## src/rtl/mul_seq_controller.sv

```systemverilog
// ============================================================================
// mul_seq_controller : sequencing FSM for a shift/add (or radix-2 Booth) multiplier datapath.
// Revision: 1.0
// ============================================================================
`default_nettype none
`timescale 1ns/1ps

module mul_seq_controller #(
  parameter int WIDTH     = 16,
  parameter int SIGNED    = 1,
  parameter int EARLY_OUT = 1
) (
  input  logic clk,
  input  logic rst,
  input  logic start,
  input  logic eqzM,
  input  logic eqzQ,
  input  logic q0,
  input  logic qm1,
  output logic ldM,
  output logic ldQ,
  output logic clrA,
  output logic ldA,
  output logic addsub,
  output logic shift,
  output logic clrP,
  output logic busy,
  output logic done
);

  localparam int CNT_W = $clog2(WIDTH) + 1;
  localparam logic [CNT_W-1:0] CNT_LOAD = CNT_W'(WIDTH);
  localparam logic [CNT_W-1:0] CNT_ONE  = CNT_W'(1);

  typedef enum logic [2:0] {
    S_IDLE  = 3'd0,
    S_LOADM = 3'd1,
    S_LOADQ = 3'd2,
    S_CHECK = 3'd3,
    S_EVAL  = 3'd4,
    S_SHIFT = 3'd5,
    S_ZERO  = 3'd6,
    S_DONE  = 3'd7
  } state_t;

  state_t           state, state_nxt;
  logic [CNT_W-1:0] cnt, cnt_nxt;

  always_ff @(posedge clk) begin
    if (rst) begin
      state <= S_IDLE;
      cnt   <= '0;
    end else begin
      state <= state_nxt;
      cnt   <= cnt_nxt;
    end
  end

  always_comb begin
    state_nxt = state;
    cnt_nxt   = cnt;
    ldM       = 1'b0;
    ldQ       = 1'b0;
    clrA      = 1'b0;
    ldA       = 1'b0;
    addsub    = 1'b0;
    shift     = 1'b0;
    clrP      = 1'b0;
    busy      = 1'b0;
    done      = 1'b0;
    case (state)
      S_IDLE: begin
        if (start) state_nxt = S_LOADM;
      end
      S_LOADM: begin
        busy      = 1'b1;
        ldM       = 1'b1;
        state_nxt = S_LOADQ;
      end
      S_LOADQ: begin
        busy      = 1'b1;
        ldQ       = 1'b1;
        clrA      = 1'b1;
        cnt_nxt   = CNT_LOAD;
        state_nxt = S_CHECK;
      end
      S_CHECK: begin
        busy = 1'b1;
        if ((EARLY_OUT != 0) && (eqzM || eqzQ)) state_nxt = S_ZERO;
        else                                    state_nxt = S_EVAL;
      end
      S_EVAL: begin
        busy      = 1'b1;
        state_nxt = S_SHIFT;
        // Booth pair 10 subtracts, 01 adds; unsigned mode adds on q0 alone.
        if (SIGNED != 0) begin
          if (q0 && !qm1) begin
            ldA    = 1'b1;
            addsub = 1'b1;
          end else if (!q0 && qm1) begin
            ldA    = 1'b1;
          end
        end else if (q0) begin
          ldA = 1'b1;
        end
      end
      S_SHIFT: begin
        busy    = 1'b1;
        shift   = 1'b1;
        cnt_nxt = cnt - CNT_ONE;
        if (cnt == CNT_ONE) state_nxt = S_DONE;
        else                state_nxt = S_EVAL;
      end
      S_ZERO: begin
        busy      = 1'b1;
        clrP      = 1'b1;
        state_nxt = S_DONE;
      end
      S_DONE: begin
        done = 1'b1;
        if (start) state_nxt = S_LOADM;
      end
      default: state_nxt = S_IDLE;
    endcase
  end

endmodule

`default_nettype wire
```

## config.mk

```make
export PLATFORM = sky130hd
export DESIGN_NAME = mul_seq_controller
export DESIGN_NICKNAME = d
export VERILOG_FILES = /design/src/rtl/mul_seq_controller.sv
export SDC_FILE = /design/constraint.sdc
export NUM_CORES = 1
export LEC_CHECK = 0
export ABC_AREA = 1
export BUFFER_PORTS_ARGS = -buffer_cell sky130_fd_sc_hd__buf_4
export CAP_MARGIN = 10
export CELL_PAD_IN_SITES_DETAIL_PLACEMENT = 0
export CELL_PAD_IN_SITES_GLOBAL_PLACEMENT = 2
export CORE_MARGIN = 10
export CORE_UTILIZATION = 21
export DETAILED_ROUTE_END_ITERATION = 7
export PLACE_DENSITY = 0.74
export SLEW_MARGIN = 40
export SYNTH_ARGS = -nofsm -noshare
export SYNTH_HDL_FRONTEND = slang
export SYNTH_SLANG_ARGS = --single-unit
```

## constraint.sdc

```tcl
create_clock -name clk -period 1.14 [get_ports clk]
set_clock_uncertainty 0.1 [all_clocks]
set_input_delay 0.228 -clock clk [delete_from_list [all_inputs] [get_ports clk]]
set_output_delay 0.228 -clock clk [all_outputs]
set_load 0.03 [all_outputs]
```

==> results of run 1 <==
[cell usage after synthesis, drive strengths merged]
cell	number	area, sq um
nor3	2	10.0
ha	3	37.5
dfxtp	8	160
buf	1	7.51
nor2	15	56.3
a21oi	4	20.0
inv	21	78.8
nand4	1	6.26
nand3	8	50.1
o22ai	1	6.26
a31oi	1	6.26
o21ai	2	10.0
nand2	21	78.8
[kinds of logic (layout without fill, tap and decap cells)]
| group | Yosys count | count (layout) | synth area share |
|---|---|---|---|
| simple gates | 47 | 47 | 0.382 |
| buf+inv | 22 | 50 | 0.164 |
| compound gates | 8 | 8 | 0.0806 |
| flops | 8 | 8 | 0.303 |
| fa+ha+maj | 3 | 3 | 0.0711 |
[final timing paths]
path / startpoint / endpoint / slack, ns / cells after the start
worst max register to register: state[1]$_SDFFE_PP0P_ / cnt[1]$_SDFFE_PP0P_ / -0.11 / 7
worst max-delay path: state[1]$_SDFFE_PP0P_ / busy / -0.23 / 4
worst min-delay path: rst / cnt[4]$_SDFFE_PP0P_ / 0.09 / 2
worst min register to register: cnt[3]$_SDFFE_PP0P_ / cnt[3]$_SDFFE_PP0P_ / 0.45 / 2
[state kept, by name, indices dropped and copies added, names as in the netlist]
name   cells
cnt        5
state      3
[worst max-delay path, stage by stage (launching register included)]
cell and delay, ns:
dfxtp_4 0.42, nand2_2 0.10, nand2_2 0.08, nand2_2 0.06
buf_6 0.14
[final cells by class]
cell class | count | area share
inverter | 21 | 0.0964
multi-input combinational | 58 | 0.442
tap | 30 | 0.0357
sequential | 8 | 0.165
clock buffer | 3 | 0.0214
timing repair buffer | 26 | 0.239
[power by group]
part | internal (uW) | switching [uW] | leakage [uW]
clock network | 120 | 89.1 | 0.0000138
logic | 239 | 291 | 0.000395
registers | 315 | 66.3 | 0.0000682
[stage by stage]
stage	instance area (sq um)	setup TNS, ns
2_1_floorplan	564	-0.173
3_3_place_gp	748	-1.21
3_5_place_dp	748	-0.825
4_1_cts	943	-2.04
5_1_grt	1050	-3.07
6_report	1050	-2.17
[timing repair]
item,in CTS,in global routing
setup endpoints to repair,17,17
hold buffers,0,0
pin swaps,5,18
buffers inserted,4,3
gates resized for setup,46,28
[metal layers]
layer | up-vias | part of all wire | GRT usage
met3 | 2 | 0.064 | 0.0226
met1 | 280 | 0.44 | 0.0692
li1 | 331 | - | -
met2 | 14 | 0.48 | 0.101
met5 | - | 0 | 0
met4 | 0 | 0.023 | 0.0526
==> impl_metrics.tcl, run 1 <==
set metrics [dict create \
    drt_pre_antenna_iters 3 \
    die_w_microns 70.1 \
    final_common_cell "buf_6" \
    die_area_sq_um 4920 \
    regArea_sq_um 174 \
    fillCellCount 266 \
    place_ws_ns -0.129 \
    rsz0062_at_grt "true" \
    synth-seq-cells 8 \
    clk_pin_slew_ns 0.05 \
    drtIter0Drc 10 \
    wire_per_inst_microns 10.8 \
    status "finished with violations" \
    layout_common_cells "15 x buf_6, 13 x inv_1, 12 x nand2_1" \
    postRouteAntennaNets 0 \
    hold_path_class "primary input to register" \
    drive_gt1_frac 0.655 \
    utilization 0.432 \
    cts_sinks 8 \
    ir_worst_vdd_mv 0.531 \
    max_slew_margin 0.871 \
    setup_violations 15 \
    drc 0 \
    fmax_ghz 0.730 \
    dpl.cell_count 138 \
    hold_viol 0 \
    yosysSeqAreaShare 0.303 \
    antenna_found_initial 0 \
    syn-num-nets 98 \
    cts_tree "built" \
    grt_usage 0.0648 \
    grt_max_degree 7 \
    cts_buffers 3 \
    multi_input_area_sq_um 464 \
    synthCells 88 \
    crit_path_end_kind "output port" \
    hold_ws_ns 0.0918 \
    overflow 0 \
    layout.nets 128 \
    min_period_ns 1.37 \
    clk_latency_ns 0.25 \
    n_antenna_cell 0 \
    cp_max_fo 6 \
    layout_setup_ws_ns -0.229 \
    syn2layout_area_growth_pct 99.1 \
    synth_cell_types 15 \
    arrival_ns 1.04 \
    ys_warn_count 0 \
    gp_congestion 0.854 \
    period_share 1.20 \
    cap_viol_max_count 0 \
    wl_microns 1580 \
    path_class "register to output port" \
    rows 18 \
    grt_pass1_vias 631 \
    dr_total_vias 627 \
    htree_num_levels 1 \
    total_power_uw 1120 \
    io_pins 16 \
    start_util 0.217 \
    stdcell_count 146 \
    pwr_density_cell_nw_per_um2 1070 \
    grt_pass1_wl_microns 2650 \
    cts_buffer_depth 2 \
    port_buffers 15 \
    hpwlAfterDp_microns 1160 \
    violations "setup timing" \
    tightest_slew_ns 0.193 \
    fp.coreArea_sq_um 2430 \
    fp.dieH_microns 70.1 \
    syn_area_sq_um 528 \
    cts-root-buf "clkbuf_4" \
    p_leak_uw 0.000477 \
    crit_required_ns 0.81 \
    cp-start-kind "register" \
    viasPerCell 4.29 \
    synth.avg_cell_area_sq_um 6.00 \
    slew_viol_final 0 \
]
Note: power is estimated with default switching activity, not from simulation.
==> inputs of run 2 (changes only) <==
--- a/config.mk
+++ b/config.mk
@@ -14,6 +14,7 @@
 export CORE_UTILIZATION = 21
 export DETAILED_ROUTE_END_ITERATION = 7
 export PLACE_DENSITY = 0.74
+export SKIP_CTS_REPAIR_TIMING = 1
 export SLEW_MARGIN = 40
 export SYNTH_ARGS = -nofsm -noshare
 export SYNTH_HDL_FRONTEND = slang
==> constraint.sdc (replaced) <==
create_clock -name clk -period 1.1 [get_ports clk]
set_clock_uncertainty 0.1 [all_clocks]
set_input_delay 0.22 -clock clk [delete_from_list [all_inputs] [get_ports clk]]
set_output_delay 0.22 -clock clk [all_outputs]
set_load 0.03 [all_outputs]
==> run 2 against run 1 <==
The flow still finishes with violations (setup timing). Highest routed layer unchanged. Final cell count is 1.4% higher. Final area shrank 2.9%. Global-route usage shrank 0.053 points. Sequential share of layout area up 0.73 points. Utilization shrank 1.2 points.
==> impl_metrics.tcl, run 2 (synthesis results as in run 1) <==
set metrics [dict create \
    drtIter0Drc 22 \
    highest_layer "met4" \
    crit_required_ns 0.78 \
    cts_buffers 3 \
    ir_worst_vdd_mv 0.636 \
    drc 0 \
    cts_tree "built" \
    rows 18 \
    hp-start "rst" \
    die_area_sq_um 4920 \
    layout_common_cells "17 x buf_4, 14 x nand2_1, 13 x inv_1" \
    max_slew_margin 0.859 \
    htree_num_levels 1 \
    utilization 0.420 \
    holdPathStages 2 \
    cts_buffer_depth 2 \
    path_cells "inv_4, o21ai_1, nand2_1, buf_4" \
    clk_pin_slew_ns 0.06 \
    drive_gt1_frac 0.644 \
    crit_family "flip-flops" \
    stdcell_count 148 \
    final_common_cell "buf_4" \
    setup_violations 15 \
    start_util 0.217 \
    gp_congestion 0.784 \
    total_power_uw 1110 \
    dr_wl_met2_microns 883 \
    layout_setup_ws_ns -0.305 \
    grt_pass1_vias 617 \
    fp.coreArea_sq_um 2430 \
    cts-root-buf "clkbuf_4" \
    fmax_ghz 0.711 \
    wl_microns 1790 \
    hold_viol 0 \
    violations "setup timing" \
    period_share 1.28 \
    hpwlAfterDp_microns 1230 \
    hold_end "state[0]$_SDFFE_PP0P_" \
    hold_path_class "primary input to register" \
    clk_latency_ns 0.25 \
    slew_viol_final 0 \
    wire_per_inst_microns 12.1 \
    cts_sinks 8 \
    n_antenna_cell 0 \
    dr_total_vias 654 \
    reg2reg_depth 9 \
    postRouteAntennaNets 0 \
    drt_pre_antenna_iters 3 \
    reg_top3 "cnt x5, state x3" \
    ff2ff_setup_slack_ns -0.19 \
    cap_viol_max_count 0 \
    r2r-start "state[1]$_SDFFE_PP0P_" \
    largest_register_ff_count 5 \
    crit_slowest_cell "dfxtp_4" \
    wl_met1_microns 733 \
    cp_max_fo 6 \
    io_pins 16 \
    min_period_ns 1.41 \
    dpl.cell_count 138 \
    arrival_ns 1.09 \
    grt_max_degree 7 \
    antenna_found_initial 0 \
    overflow 0 \
    r2r_end "cnt[4]$_SDFFE_PP0P_" \
    p_leak_uw 0.000462 \
    wl_met3_microns 147 \
    viasPerCell 4.42 \
    syn2layout_area_growth_pct 93.4 \
    cp-startpoint "state[2]$_SDFFE_PP0P_" \
    layout.nets 130 \
    largest_register "cnt" \
    crit_path_end_kind "output port" \
    max_stage_delay_ns 0.41 \
    cp-start-kind "register" \
    grt_pass1_wl_microns 2620 \
    tightest_slew_ns 0.210 \
    status "finished with violations" \
    grt_usage 0.0643 \
    pwr_density_cell_nw_per_um2 1090 \
    port_buffers 15 \
    fp.dieH_microns 70.1 \
    rsz0062_at_grt "true" \
    tns_ns -2.93 \
    die_w_microns 70.1 \
    path_class "register to output port" \
    crit_buf_inv 2 \
]
run 2: routing by layer:
layer	up-vias	global-route usage
li1	331	-
met1	305	0.0677
met2	16	0.0997
met3	2	0.0410
met4	0	0.0263
met5	-	0
run 2: worst max path at each step:
stage | to | cells after the start | slack [ns]
after floorplan | ldM | 3 | -0.09
after global placement | state[0]$_SDFFE_PP0P_ | 8 | -0.12
after detailed placement | ldA | 4 | -0.10
after CTS | addsub | 4 | -0.37
after global routing | busy | 4 | -0.38
final | busy | 4 | -0.31
run 2: where the power goes:
part / leakage, uW / switching, uW / internal, uW / total (uW)
Clock: 0.0000138 / 108 / 125 / 233
Combinational: 0.000380 / 291 / 207 / 498
Sequential: 0.0000684 / 60.6 / 324 / 384
Total: 0.000462 / 459 / 656 / 1110
run 2: area by class of cell:
cell class	instances	area (sq um)
clock buffer	3	22.5
fill	254	1410
sequential	8	176
tap	30	37.5
multi-input combinational	58	434
inverter	21	98.8
timing repair buffer	28	251
run 2: per-stage QoR:
step / hold WS [ns] / worst slack, ns / instance area, sq um
2_1_floorplan: 0.182 / -0.0869 / 554
3_3_place_gp: 0.342 / -0.121 / 738
3_5_place_dp: 0.350 / -0.102 / 738
4_1_cts: 0.0604 / -0.373 / 761
5_1_grt: 0.0692 / -0.377 / 1020
6_report: 0.0809 / -0.305 / 1020
run 2: worst register-to-register path: cells and delay by family, from the launching register on:
kind	cells	cell delay, ns
AO/OA/AOI/OAI	1	0.11
buffers and inverters	4	0.37
flip-flops	1	0.38
AND/OR/NAND/NOR	4	0.27
==> inputs of run 3 (changes only) <==
--- a/config.mk
+++ b/config.mk
@@ -14,6 +14,7 @@
 export CORE_UTILIZATION = 21
 export DETAILED_ROUTE_END_ITERATION = 7
 export PLACE_DENSITY = 0.74
+export SETUP_SLACK_MARGIN = 0.5
 export SKIP_CTS_REPAIR_TIMING = 1
 export SLEW_MARGIN = 40
 export SYNTH_ARGS = -nofsm -noshare
==> run 3 against run 2 <==
The run still ends with setup timing left. Largest power group unchanged. Total power increased by 9.7%. Flip-flop and latch count is the same. Worst setup slack improved by 0.021 ns. Critical endpoint is now ldA. Non-clock buffer count unchanged. First-iteration DRC count down 55%.
==> impl_metrics.tcl, run 3 (synthesis results as in run 1) <==
set metrics [dict create \
    status "finished with violations" \
    violations "setup timing" \
    cp_max_fo 6 \
    tightest_slew_ns 0.152 \
    p_leak_uw 0.000462 \
    cts_buffer_depth 2 \
    die_w_microns 70.1 \
    crit_required_ns 0.78 \
    rsz0062_at_grt "true" \
    setup_violations 15 \
    max_slew_margin 0.898 \
    drt_pre_antenna_iters 4 \
    ir_worst_vdd_mv 0.667 \
    drive_gt1_frac 0.597 \
    postRouteAntennaNets 0 \
    final_common_cell "buf_4" \
    pwr_density_cell_nw_per_um2 1180 \
    grt_pass1_vias 547 \
    final_cell_area_sq_um 1040 \
    layout_common_cells "16 x buf_4, 15 x inv_1, 12 x nand2_1, 12 x buf_6" \
    wire_per_inst_microns 10.9 \
    place_area_sq_um 823 \
    period_share 1.26 \
    dpl.cell_count 140 \
    slew_viol_final 0 \
    cts_tree "built" \
    antenna_found_initial 0 \
    largest_register_ff_count 5 \
    tns_ns -2.84 \
    hold_path_class "primary input to register" \
    utilization 0.426 \
    layout.nets 130 \
    n_antenna_cell 0 \
    path_class "register to output port" \
    crit_path_end_kind "output port" \
    fp.dieH_microns 70.1 \
    overflow 0 \
    layout_setup_ws_ns -0.284 \
    reg_top3 "cnt x5, state x3" \
    min_period_ns 1.38 \
    drc 0 \
    rows 18 \
    total_power_uw 1220 \
    drtIter0Drc 10 \
    fp.coreArea_sq_um 2430 \
    cts_buffers 3 \
    clk_latency_ns 0.27 \
    stdcell_count 149 \
    gp_congestion 0.785 \
    cp-start-kind "register" \
    start_util 0.217 \
    io_pins 16 \
    grt_usage 0.0602 \
    port_buffers 15 \
    cts_sinks 8 \
    cap_viol_max_count 0 \
    dr_total_vias 626 \
    fmax_ghz 0.722 \
    cts-root-buf "clkbuf_4" \
    clk_pin_slew_ns 0.06 \
    die_area_sq_um 4920 \
    viasPerCell 4.20 \
    hold_viol 0 \
    fillCellCount 252 \
    grt_pass1_wl_microns 2370 \
    wl_microns 1620 \
    syn2layout_area_growth_pct 96.2 \
    htree_num_levels 1 \
    grt_max_degree 7 \
    hpwlAfterDp_microns 1230 \
    largest_register "cnt" \
    arrival_ns 1.06 \
]
[run 3: power breakdown]
| part | leakage (uW) | total (uW) | internal [uW] | switching, uW |
|---|---|---|---|---|
| Sequential | 0.0000676 | 399 | 326 | 73.5 |
| Combinational | 0.000379 | 571 | 263 | 308 |
| Clock | 0.0000150 | 253 | 140 | 113 |
[run 3: per-stage QoR]
step / hold WS, ns / worst slack, ns
4_1_cts: 0.0457 / -0.377
6_report: 0.0551 / -0.284
3_3_place_gp: 0.335 / -0.105
2_1_floorplan: 0.179 / 0.00324
5_1_grt: 0.0489 / -0.339
3_5_place_dp: 0.334 / -0.0989
[run 3: per-layer routing]
metal	part of all wire	vias up	GRT usage	wire, microns
li1	-	331	-	-
met1	0.43	274	0.0668	699
met2	0.49	15	0.0896	792
met3	0.053	6	0.0240	86
met4	0.025	0	0.0461	40
met5	0	-	0	0
[run 3: layout make-up]
class / instances / area, sq um / share of cell area
clock buffer: 4 / 26.3 / 0.0254
sequential: 8 / 173 / 0.167
tap: 30 / 37.5 / 0.0362
timing repair buffer: 28 / 255 / 0.246
multi-input combinational: 58 / 443 / 0.428
inverter: 21 / 101 / 0.0978
[run 3: critical path: stages (launching register included)]
cell and delay [ns]:
dfxtp_4 0.39, inv_6 0.09, nand3_4 0.09, nor2_4 0.09
buf_6 0.13
[run 3: path summary, 6_finish.rpt]
kind	start	to	slack (ns)	depth (start not counted)
setup / recovery	state[1]$_SDFFE_PP0P_	ldA	-0.28	4
hold / removal	rst	state[2]$_SDFFE_PP0P_	0.06	2
setup reg to reg	state[1]$_SDFFE_PP0P_	state[1]$_SDFFE_PP0P_	-0.17	9
hold reg to reg	cnt[3]$_SDFFE_PP0P_	cnt[3]$_SDFFE_PP0P_	0.44	2
